--- src/rtl/pc_seq_pkg.sv ---
// Shared types and constants for the PC sequencer.
// Used by pc_sequencer and pc_next_calc.
package pc_seq_pkg;

  typedef enum logic [1:0] {
    IDLE   = 2'd0,
    FETCH  = 2'd1,
    EXEC   = 2'd2,
    HALTED = 2'd3
  } seq_state_t;

  localparam int PC_INC    = 4;
  localparam int IMM_SHIFT = 2;

endpackage : pc_seq_pkg

--- src/rtl/pc_next_calc.sv ---
// Next-PC arithmetic: sequential PC+4 or PC plus word-scaled signed offset.
// Purely combinational; all sums wrap modulo 2^PC_W.
module pc_next_calc
  import pc_seq_pkg::*;
#(
  parameter int PC_W = 64
) (
  input  logic [PC_W-1:0] CurrentPC,
  input  logic [PC_W-1:0] SignExtImm64,
  input  logic            Branch,
  input  logic            Uncondbranch,
  input  logic            ALUZero,
  output logic [PC_W-1:0] NextPC,
  output logic            Taken
);

  logic [PC_W-1:0] w_offset;

  // The shift drops the immediate's top bits; negative offsets still work as two's complement.
  assign w_offset = SignExtImm64 << IMM_SHIFT;
  assign Taken    = Uncondbranch | (Branch & ALUZero);
  assign NextPC   = Taken ? (CurrentPC + w_offset) : (CurrentPC + PC_W'(PC_INC));

endmodule : pc_next_calc

--- src/rtl/pc_sequencer.sv ---
// Architectural PC owner: fetch handshake, branch-resolution wait, PC commit, halt.
// Optional saturating retire/taken counters when PC_SEQ_PERF_CNT_EN is defined.
//
// state  | meaning
// IDLE   | one cycle after reset release, no fetch yet
// FETCH  | FetchReq high, waiting for FetchAck
// EXEC   | waiting for BrValid with Stall low, then commit next PC
// HALTED | terminal after a commit with Halt set; only reset exits
module pc_sequencer
  import pc_seq_pkg::*;
#(
  parameter int              PC_W     = 64,
  parameter logic [PC_W-1:0] RESET_PC = '0,
  parameter int              CNT_W    = 32
) (
  input  logic            CLK,
  input  logic            Reset_L,
  output logic            FetchReq,
  output logic [PC_W-1:0] FetchAddr,
  input  logic            FetchAck,
  input  logic            BrValid,
  input  logic            Branch,
  input  logic            Uncondbranch,
  input  logic            ALUZero,
  input  logic [PC_W-1:0] SignExtImm64,
  input  logic            Stall,
  input  logic            Halt,
  output logic [PC_W-1:0] CurrentPC,
  output logic            Retire,
  output logic            Halted
`ifdef PC_SEQ_PERF_CNT_EN
  ,
  output logic [CNT_W-1:0] RetireCnt,
  output logic [CNT_W-1:0] TakenCnt
`endif
);

  if (CNT_W < 1) begin : g_bad_cnt_w
    $error("pc_sequencer: CNT_W must be at least 1");
  end
  if (PC_W <= IMM_SHIFT) begin : g_bad_pc_w
    $error("pc_sequencer: PC_W must exceed the immediate shift");
  end

  seq_state_t      r_state;
  logic [PC_W-1:0] r_pc;
  logic            r_fetch_req;
  logic            r_retire;
  logic            r_halted;
  logic [PC_W-1:0] w_next_pc;
  logic            w_taken;
  logic            w_commit;

  pc_next_calc #(.PC_W(PC_W)) u_next (
    .CurrentPC    (r_pc),
    .SignExtImm64 (SignExtImm64),
    .Branch       (Branch),
    .Uncondbranch (Uncondbranch),
    .ALUZero      (ALUZero),
    .NextPC       (w_next_pc),
    .Taken        (w_taken)
  );

  assign w_commit = (r_state == EXEC) && BrValid && !Stall;

  always_ff @(posedge CLK) begin
    if (!Reset_L) begin
      r_state     <= IDLE;
      r_pc        <= RESET_PC;
      r_fetch_req <= 1'b0;
      r_retire    <= 1'b0;
      r_halted    <= 1'b0;
    end else begin
      r_retire <= 1'b0;
      case (r_state)
        IDLE: begin
          r_state     <= FETCH;
          r_fetch_req <= 1'b1;
        end
        FETCH: begin
          if (FetchAck) begin
            r_state     <= EXEC;
            r_fetch_req <= 1'b0;
          end
        end
        EXEC: begin
          if (w_commit) begin
            r_pc     <= w_next_pc;
            r_retire <= 1'b1;
            if (Halt) begin
              r_state  <= HALTED;
              r_halted <= 1'b1;
            end else begin
              r_state     <= FETCH;
              r_fetch_req <= 1'b1;
            end
          end
        end
        HALTED: begin
          r_state <= HALTED;
        end
      endcase
    end
  end

`ifdef PC_SEQ_PERF_CNT_EN
  logic [CNT_W-1:0] r_retire_cnt;
  logic [CNT_W-1:0] r_taken_cnt;

  always_ff @(posedge CLK) begin
    if (!Reset_L) begin
      r_retire_cnt <= '0;
      r_taken_cnt  <= '0;
    end else if (w_commit) begin
      if (r_retire_cnt != '1) r_retire_cnt <= r_retire_cnt + CNT_W'(1);
      if (w_taken && (r_taken_cnt != '1)) r_taken_cnt <= r_taken_cnt + CNT_W'(1);
    end
  end

  assign RetireCnt = r_retire_cnt;
  assign TakenCnt  = r_taken_cnt;
`endif

  assign FetchReq  = r_fetch_req;
  assign FetchAddr = r_pc;
  assign CurrentPC = r_pc;
  assign Retire    = r_retire;
  assign Halted    = r_halted;

endmodule : pc_sequencer

--- config.mk ---
export PLATFORM = sky130hd
export DESIGN_NAME = pc_sequencer
export DESIGN_NICKNAME = d
export VERILOG_FILES = /design/src/rtl/pc_seq_pkg.sv /design/src/rtl/pc_next_calc.sv /design/src/rtl/pc_sequencer.sv
export SDC_FILE = /design/constraint.sdc
export NUM_CORES = 1
export LEC_CHECK = 0
export CAP_MARGIN = 20
export CORE_ASPECT_RATIO = 0.7
export CORE_MARGIN = 2
export CORE_UTILIZATION = 40
export CTS_BUF_LIST = sky130_fd_sc_hd__clkbuf_4
export DETAILED_ROUTE_END_ITERATION = 8
export GPL_TIMING_DRIVEN = 0
export PLACE_DENSITY_LB_ADDON = 0.1
export SLEW_MARGIN = 20
export SYNTH_ARGS = -nofsm -noshare
export SYNTH_HDL_FRONTEND = slang
export SYNTH_SLANG_ARGS = --single-unit
--- constraint.sdc ---
create_clock -name CLK -period 4.86 [get_ports CLK]
set_input_delay 0.729 -clock CLK [delete_from_list [all_inputs] [get_ports CLK]]
set_output_delay 0.729 -clock CLK [all_outputs]
set_load 0.01 [all_outputs]
Word level (Yosys, flattened, before mapping)

Index checks and enable logic that the tools add are counted.

Register bits: 69
Latch bits: 0
Bits in writable memories: 0
ROM bits: 0
Input port bits: 73
Logic and storage cells: 35
Memories: 0

Add/sub/neg operators: 2
$mul: 0
Div/mod/pow operators: 0
Magnitude comparators: 0
Equal/unequal tests: 6
Shift-type cells: 0
Multiplexer cells: 10
Bitwise operators: 2
Reduce and logical (&&, ||, !) cells: 10

Operators by type and width:

| operator                                                        | number |
|---|---|
| 64-bit by 3-bit adder with 64-bit output, second input constant | 1 |
| 64-bit adder                                                    | 1 |
| 64-bit 2-to-1 mux                                               | 1 |
| 2-bit case mux with 4 select lines                              | 1 |
| 2-bit 2-to-1 mux                                                | 3 |
| 2-bit != test, second input constant                            | 3 |
| 2-bit AND reduction                                             | 3 |
| 2-bit == test, second input constant                            | 2 |
| 1-bit 2-to-1 mux                                                | 4 |
| 4-bit AND reduction                                             | 1 |
| 1-bit case mux with 3 select lines                              | 1 |
| 3-bit AND reduction                                             | 1 |
| 3-bit nonzero test                                              | 1 |
| 2-bit by 1-bit == test with 1-bit output, second input constant | 1 |
| 1-bit logical AND                                               | 2 |
| 2-bit logical NOT                                               | 1 |
| 1-bit AND                                                       | 1 |
| 1-bit logical NOT                                               | 1 |
| 1-bit OR                                                        | 1 |

Longest topological paths before layout

Gate-level depths: netlist (run 1).

Depth in word-level cells: 5
Gate-level depth with buffers: 16

Modules after synthesis

A second synthesis (run 1) with hierarchy kept.

Cells, all modules: 992
Area total of the unflattened synthesis: 7429.6 sq um

Modules (own cells, without submodules):

| module       | times used | cells each | area an instance (sq um) | sequential area each (sq um) |
|---|---|---|---|---|
| pc_next_calc | 1          | 631        | 4214.0                   | 0.0 |
| pc_sequencer | 1          | 361        | 3215.6                   | 1381.3 |

Worst setup path before layout (run 1)

Ideal clock, no wire load.

Kind: in2reg
From: in Branch
To: reg r_pc[54] (netlist: CurrentPC[54])
Data arrival time: 4003 ps
Data required time: 4798 ps
Path slack: 795 ps
Stages on the path: 16
Buffers on the path: 1
Cells stage by stage: a21oi_1 -> clkbuf_1 -> or2_2 -> ha_1 -> inv_1 -> fa_1 -> nor2b_1 -> o2111ai_2 -> a31oi_4 -> nor3_4 -> a21oi_4 -> a41oi_4 -> o211ai_4 -> a21oi_2 -> or4b_1 -> nand3_1

Longest elaborated chain between the ends: 3

RTL lines:

| element              | RTL line           | RTL |
|---|---|---|
| start, declared      | pc_sequencer.sv:22 | `input logic Branch,` |
| 1-bit AND            | pc_next_calc.sv:21 | `assign Taken = Uncondbranch \| (Branch & ALUZero);` |
| 1-bit OR             | pc_next_calc.sv:21 |  |
| 64-bit 2-to-1 mux    | pc_next_calc.sv:22 | `assign NextPC = Taken ? (CurrentPC + w_offset) : (CurrentPC + PC_W'(PC_INC));` |
| end signal, assigned | pc_sequencer.sv:88 | `r_pc <= w_next_pc;` |
| end, declared        | pc_sequencer.sv:46 | `logic [PC_W-1:0] r_pc;` |

Every way passes these cells.
A chain may end at the register's enable or synchronous reset.

Final worst setup path (run 1)

From: in Branch
To: reg r_pc[60] (netlist: CurrentPC[60])

Same word-level chain as after synthesis.

==> run_results.csv, run 1 <==
group,metric,value,unit
synth,ys_top_cells_by_area,"dfxtp_1 19%, ha_1 11%, buf_4 6.9%",
sta,clock_skew,25.2,ps
route,drtAntennaViolNets,0,
synth,ys_ff_latch,67,
route,vias,7540,
sta,min_period,4560,ps
route,drt_pass1_iterations,5,
die,num_rows,40,
sta,whs,511,ps
synth,netlist_area,7170,um2
clocking,path_clk_slew,120,ps
worst_setup_path,worst-setup-path-type,"input port to flop",
clocking,cts_sinks,67,
pwr,p_clk_frac,0.272,
pwr,ir_worst_vdd,0.0771,mV
worst_setup_path,rr_worst_depth,13,
pwr,p_total,0.00125,W
worst_setup_path,startpoint,"Branch",
route,wl_per_cell,16.3,um
clocking,htree_levels,3,
global_route,grt_first_pass_wirelength,36.8,mm
final_layout,layout.nets,1314,
clocking,tritoncts,"done",
clocking,cts_buffer_depth,2,
synth,synth_top_area_frac,0.187,
synth,netlist_top_cells_count,"108 x nand2_1, 83 x o21ai_0, 75 x a21oi_1",
pwr,p_comb_frac,0.274,
sta,maxSlewHeadroom,0.543,
route,drtIter0Drc,599,
worst_setup_path,critPathMaxFanout,10,
global_route,grt-ovfl-total,0,
placed_design,dp_hpwl,18.4,mm
worst_setup_path,worstSetupEndpoint,"CurrentPC[60]$_SDFFE_PN0P_",
sta,setup_violations,0,
worst_setup_path,r2r_end,"CurrentPC[54]$_SDFFE_PN0P_",
die,start_util,0.413,
worst_setup_path,critical_path_buf_inv_count,2,
min_path,holdCritPathClass,"flop to flop",
placed_design,gp_congestion,0.927,
die,coreArea,17400,um2
run_status,outcome,"complete, no violations",
synth,synth_edf_count,0,
global_route,antenna_found_initial,1,
worst_setup_path,worstSetupStartpointType,"input port",
pwr,pwr-share-seq,0.454,
worst_setup_path,path_cells,"clkdlybuf4s50_1 -> a21oi_4 -> clkbuf_1 -> nor2b_1 -> ha_1 -> a21oi_1 -> nor2b_1 -> o31ai_1 -> a211oi_1 -> a2111oi_2 -> o32a_1 -> nand3b_1 -> a221oi_2 -> xor2_1 -> o21ai_1",
clocking,clkLatencyLatePin,470,ps
synth,yosysTopAreaCell,"dfxtp_1",
flow_run,drv_cap,0,
worst_setup_path,worstPathRequired,5210,ps
die,die_h,116,um
global_route,grt_max_degree,12,
placed_design,dp.cells,1399,
worst_setup_path,critPathSlowestCell,"a2111oi_2",
synth,async_flop_share,0,
pwr,swShare,0.340,
synth,synthCells,969,
final_layout,fin_util,0.550,
synth,yosysWarnings,0,
clocking,cts_made_buffers,9,
worst_setup_path,path_common_cell,"nor2b_1",
die,io_pins,204,
worst_setup_path,critPathTopFamily,"compound AO/OA/AOI/OAI gates",
die,die_w,164,um
route,via_per_inst,5.32,
min_path,hp-start,"CurrentPC[60]$_SDFFE_PN0P_",
sta,fin_crit_sh,0.939,
route,drc_errors,0,
worst_setup_path,crit_path_end_kind,"flop",
die,dieArea,19000,um2
worst_setup_path,slowest_delay,500,ps
pwr,p_leak,4.10,nW
sta,maxSlewViolCount,0,
synth,synth_most_common_cell,"nand2_1",
sta,rsz0062_at_grt,"no",
sta,tightest_slew,686,ps
global_route,grt_use_total,0.245,
pwr,power.switching,0.000424,W
final_layout,syn_to_final_growth,33.3,%
clocking,cts-root-buf,"clkbuf_4",
sta,hold_viol,0,
worst_setup_path,worst-path-stages,15,
synth,synth_cell_types,73,
pwr,p_int,0.000823,W
pwr,powerDensity,131,nW/um2
synth,avgSynthCellArea,7.40,um2
final_layout,drive_gt1_frac,0.0954,
worst_setup_path,reg2reg_from,"CurrentPC[2]$_SDFFE_PN0P_",
synth,ys_seq_area_frac,0.187,
placed_design,io_buffer_count,196,
route,drt-total-wl,23.0,mm
final_layout,stdcell_count,1416,
synth,synth_ff_type,"dfxtp_1",
worst_setup_path,regToRegSetupSlack,1430,ps
sta,tns,0,ps
sta,fmax,219,MHz
global_route,first_global_vias,6877,
worst_setup_path,cp_data_arrival_time,4910,ps
[metrics by stage]
| step | cell area (um2) | setup slack [ps] |
|---|---|---|
| floorplan | 7180 | 795 |
| global placement | 9430 | -752 |
| detailed placement | 9430 | -797 |
| CTS | 9550 | 16.1 |
| global route | 9560 | 52.8 |
| finish | 9560 | 297 |
[how the worst min path moves through the flow]
stage	cells past startpoint	to
finish	2	CurrentPC[60]$_SDFFE_PN0P_
global placement	2	Halted$_SDFFE_PN0P_
floorplan	1	FetchReq$_SDFFE_PN0P_
detailed placement	2	Halted$_SDFFE_PN0P_
global route	2	CurrentPC[52]$_SDFFE_PN0P_
CTS	2	CurrentPC[60]$_SDFFE_PN0P_
[state kept, by name (all words and copies together) (netlist names)]
name       count
r_state        2
FetchReq       1
Halted         1
CurrentPC     62
Retire         1
[cell families (layout without fill, tap and decap cells)]
kind of cell / count (synthesis) / count (layout) / synth area share
other: 1 / 5 / 0.000523
XOR/XNOR: 51 / 51 / 0.0623
AO/OA/AOI/OAI: 294 / 294 / 0.275
multiplexers: 1 / 1 / 0.00140
AND/OR/NAND/NOR: 349 / 349 / 0.252
buffers and inverters: 144 / 356 / 0.112
flip-flops: 67 / 67 / 0.187
adder cells (fa/ha/maj): 62 / 62 / 0.109
[metal layers]
metal | vias to the layer above | share of wire | GRT usage
li1 | 3773 | - | -
met3 | 14 | 0.079 | 0.0472
met2 | 285 | 0.40 | 0.353
met1 | 3468 | 0.51 | 0.374
met5 | - | 0 | 0
met4 | 0 | 0.0076 | 0.0468
[power by group through the flow]
stage          Combinational [W]  Clock, W  Sequential (W)
4_1_cts                 0.000339  0.000351        0.000566
6_report                0.000342  0.000340        0.000566
2_1_floorplan           0.000201         0        0.000579
5_1_grt                 0.000377  0.000368        0.000568
3_3_place_gp            0.000335         0        0.000578
3_5_place_dp            0.000337         0        0.000579
[worst register-to-register path: cells and delay by family (launching register included)]
kind	cells	cell delay (ps)
AO/OA/AOI/OAI	6	1400
AND/OR/NAND/NOR	4	890
adder cells (fa/ha/maj)	2	630
flip-flops	1	400
buffers and inverters	1	60
[placed cells by master (no fill, tap or decap), types with 21 or more instances in the layout]
cell | Yosys | layout
nand2_1 | 108 | 108
ha_1 | 61 | 61
buf_4 | 66 | 66
and2_1 | 40 | 40
nand3_1 | 32 | 32
xor2_1 | 25 | 25
a21oi_1 | 75 | 74
nor2b_1 | 67 | 67
nand4_1 | 21 | 21
clkbuf_1 | 46 | 45
clkdlybuf4s50_1 | 0 | 196
inv_1 | 22 | 22
a21o_1 | 39 | 39
o21ai_0 | 83 | 83
dfxtp_1 | 67 | 67
xnor2_1 | 26 | 26
nor2_1 | 36 | 36
[layout make-up]
type	instances	area, um2
Antenna cell	1	2.50
Buffer	122	724
Clock buffer	10	75.1
Clock inverter	6	32.5
Fill cell	1731	7810
Inverter	22	82.6
Multi-Input combinational cell	761	5050
Sequential cell	67	1340
Tap cell	231	289
Timing Repair Buffer	196	1960
[repair_timing]
| item | in CTS | in global routing |
|---|---|---|
| gates resized for setup | 1 | 4 |
| endpoints found under the hold margin | 0 | 0 |
| setup buffers | 0 | 0 |
| pin swaps | 0 | 0 |
| gates cloned | 0 | 0 |
| endpoints found under the setup margin | 13 | 9 |
| hold buffers | 0 | 0 |
Power figures use the tool's default switching activity.
==> run 2: changes to the inputs <==
CORE_UTILIZATION = 50   (was 40)
MAX_ROUTING_LAYER = met4   (was default)
==> run 2 against run 1 <==
Effect of this change:
- power grew 5.5%
- core utilization grew 13 points
- clock power grew 19%
- register-to-register slack is essentially flat
- design area shrank 0.33%
==> run_results.csv, run 2 (same netlist as run 1, synthesis figures left out) <==
group,metric,value,unit
run_status,outcome,"complete, no violations",
final_layout,drive_gt1_frac,0.0954,
worst_setup_path,worstSetupStartpointType,"input port",
global_route,first_global_vias,7014,
pwr,p_leak,4.11,nW
clocking,tritoncts,"done",
sta,tns,0,ps
global_route,grt_max_degree,12,
worst_setup_path,worst-setup-path-type,"input port to flop",
placed_design,dp_hpwl,18.4,mm
clocking,cts-root-buf,"clkbuf_4",
global_route,grt_first_pass_wirelength,36.9,mm
pwr,ir_worst_vdd,0.117,mV
sta,maxSlewHeadroom,0.537,
clocking,cts_buffer_depth,2,
worst_setup_path,critPathTopFamily,"compound AO/OA/AOI/OAI gates",
clocking,cts_sinks,67,
route,drt_pass1_iterations,6,
sta,tightest_slew,694,ps
sta,fmax,213,MHz
global_route,grt-busiest-layer,"met1",
pwr,pwr-share-seq,0.430,
global_route,antenna_found_initial,0,
min_path,hold-path-cell-count,2,
final_layout,layout_commonest_cell,"clkdlybuf4s50_1",
worst_setup_path,regToRegSetupSlack,1420,ps
die,num_rows,36,
pwr,p_clk_frac,0.308,
clocking,htree_levels,3,
clocking,clkLatencyLatePin,470,ps
final_layout,largest_reg_flops,62,
die,coreArea,14000,um2
min_path,min_delay_worst_endpoint,"CurrentPC[44]$_SDFFE_PN0P_",
min_path,holdCritPathClass,"flop to flop",
global_route,grt_use_met1,0.464,
pwr,swShare,0.335,
worst_setup_path,reg2reg_from,"CurrentPC[2]$_SDFFE_PN0P_",
global_route,grt-ovfl-total,0,
global_route,grt_use_total,0.309,
route,drtIter0Drc,672,
flow_run,drv_cap,0,
die,die_h,104,um
global_route,grt_use_met3,0.0702,
sta,rsz0062_at_grt,"no",
pwr,powerDensity,138,nW/um2
die,dieArea,15300,um2
clocking,hold_buffers,0,
pwr,p_int,0.000876,W
pwr,power.switching,0.000441,W
sta,clock_skew,11.9,ps
sta,fin_crit_sh,0.966,
worst_setup_path,critPathSlowestCell,"clkdlybuf4s50_1",
die,start_util,0.514,
placed_design,io_buffer_count,196,
route,drtAntennaViolNets,0,
worst_setup_path,worstPathRequired,5230,ps
clocking,cts_made_buffers,9,
pwr,p_comb_frac,0.261,
final_layout,n_antenna_cell,0,
die,io_pins,204,
final_layout,final_area,9530,um2
final_layout,layout.nets,1314,
worst_setup_path,path_common_cell,"nor2_1",
route,wl_per_cell,16.9,um
min_path,hp-start,"CurrentPC[44]$_SDFFE_PN0P_",
worst_setup_path,crit_path_end_kind,"flop",
sta,hold_viol,0,
placed_design,placed_cell_area,9380,um2
route,drt-total-wl,23.3,mm
worst_setup_path,path_cells,"clkdlybuf4s50_1 -> a21oi_4 -> clkbuf_1 -> or2_2 -> ha_1 -> inv_1 -> fa_1 -> nor2b_1 -> o2111ai_2 -> a31oi_4 -> nor2_1 -> a211oi_2 -> nor2_1 -> o41ai_2 -> xnor2_1 -> o21ai_0 -> and2_1",
final_layout,syn_to_final_growth,32.8,%
sta,min_period,4690,ps
worst_setup_path,rr_worst_depth,13,
route,via_per_inst,5.66,
sta,maxSlewViolCount,0,
worst_setup_path,slowest_delay,460,ps
worst_setup_path,r2r_end,"CurrentPC[48]$_SDFFE_PN0P_",
die,die_w,147,um
worst_setup_path,critPathMaxFanout,10,
global_route,use_met2,0.419,
final_layout,most-common-layout-cells,"196 x clkdlybuf4s50_1, 108 x nand2_1, 83 x o21ai_0",
route,vias,7776,
worst_setup_path,cp_data_arrival_time,5070,ps
clocking,post_cts_buffers,0,
sta,setup_violations,0,
placed_design,gp_congestion,0.989,
route,drc_errors,0,
worst_setup_path,critical_path_buf_inv_count,3,
clocking,path_clk_slew,120,ps
[run 2: cell types whose count changed in the layout (fill, tap and decap cells not counted)]
cell        change
bufinv_16       +1
clkbuf_1        +1
clkbuf_2        -1
clkinv_1        -1
clkinv_2        +1
clkinvlp_4      -1
diode_2         -1
[run 2: how the worst max path moves through the flow]
stage             from                          to  slack, ps  depth (start not counted)
2_1_floorplan   Branch  CurrentPC[54]$_SDFFE_PN0P_        790                         16
3_3_place_gp    Branch  CurrentPC[48]$_SDFFE_PN0P_       -630                         17
3_5_place_dp    Branch  CurrentPC[48]$_SDFFE_PN0P_       -710                         17
4_1_cts        ALUZero  CurrentPC[48]$_SDFFE_PN0P_        110                         17
5_1_grt         Branch  CurrentPC[48]$_SDFFE_PN0P_         10                         17
6_report        Branch  CurrentPC[48]$_SDFFE_PN0P_        170                         17
[run 2: metrics by stage]
| step | instances | power, W | hold slack, ps | worst slack, ps | util |
|---|---|---|---|---|---|
| after global placement | 1358 | 0.000911 | 495 | -628 | 0.672 |
| final | 1374 | 0.00132 | 516 | 167 | 0.682 |
| after global routing | 1374 | 0.00137 | 538 | 11.8 | 0.682 |
| after CTS | 1374 | 0.00132 | 521 | 107 | 0.682 |
| after detailed placement | 1358 | 0.000916 | 484 | -705 | 0.672 |
| after floorplan | 972 | 0.000780 | 475 | 795 | - |
[run 2: power groups by stage]
stage                     logic, W  registers (W)  clock network (W)
after global placement    0.000333       0.000578                  0
after detailed placement  0.000337       0.000579                  0
after global routing      0.000376       0.000568           0.000429
after CTS                 0.000339       0.000566           0.000410
final                     0.000344       0.000566           0.000406
after floorplan           0.000201       0.000579                  0
[run 2: repair_timing]
action | 4_1_cts | 5_1_grt
resized for setup | 1 | 2
setup endpoints to repair | 8 | 8
hold endpoints to repair | 0 | 0
[run 2: tightest hold or removal path, stage by stage, from the launching register on]
cell and delay [ps]:
dfxtp_1 350, nand3_1 60, o21ai_0 70
[run 2: layer usage]
| metal | wire, um | vias to the layer above |
|---|---|---|
| li1 | - | 3778 |
| met1 | 11500 | 3614 |
| met2 | 9250 | 359 |
| met3 | 2140 | 25 |
| met4 | 316 | 0 |
| met5 | 0 | - |
[run 2: area by class of cell]
cell class	count	area, um2
Clock inverter	6	56.3
Timing Repair Buffer	196	1960
Tap cell	190	238
Multi-Input combinational cell	761	5050
Buffer	122	723
Fill cell	1273	4440
Sequential cell	67	1340
Inverter	22	82.6
Clock buffer	10	75.1
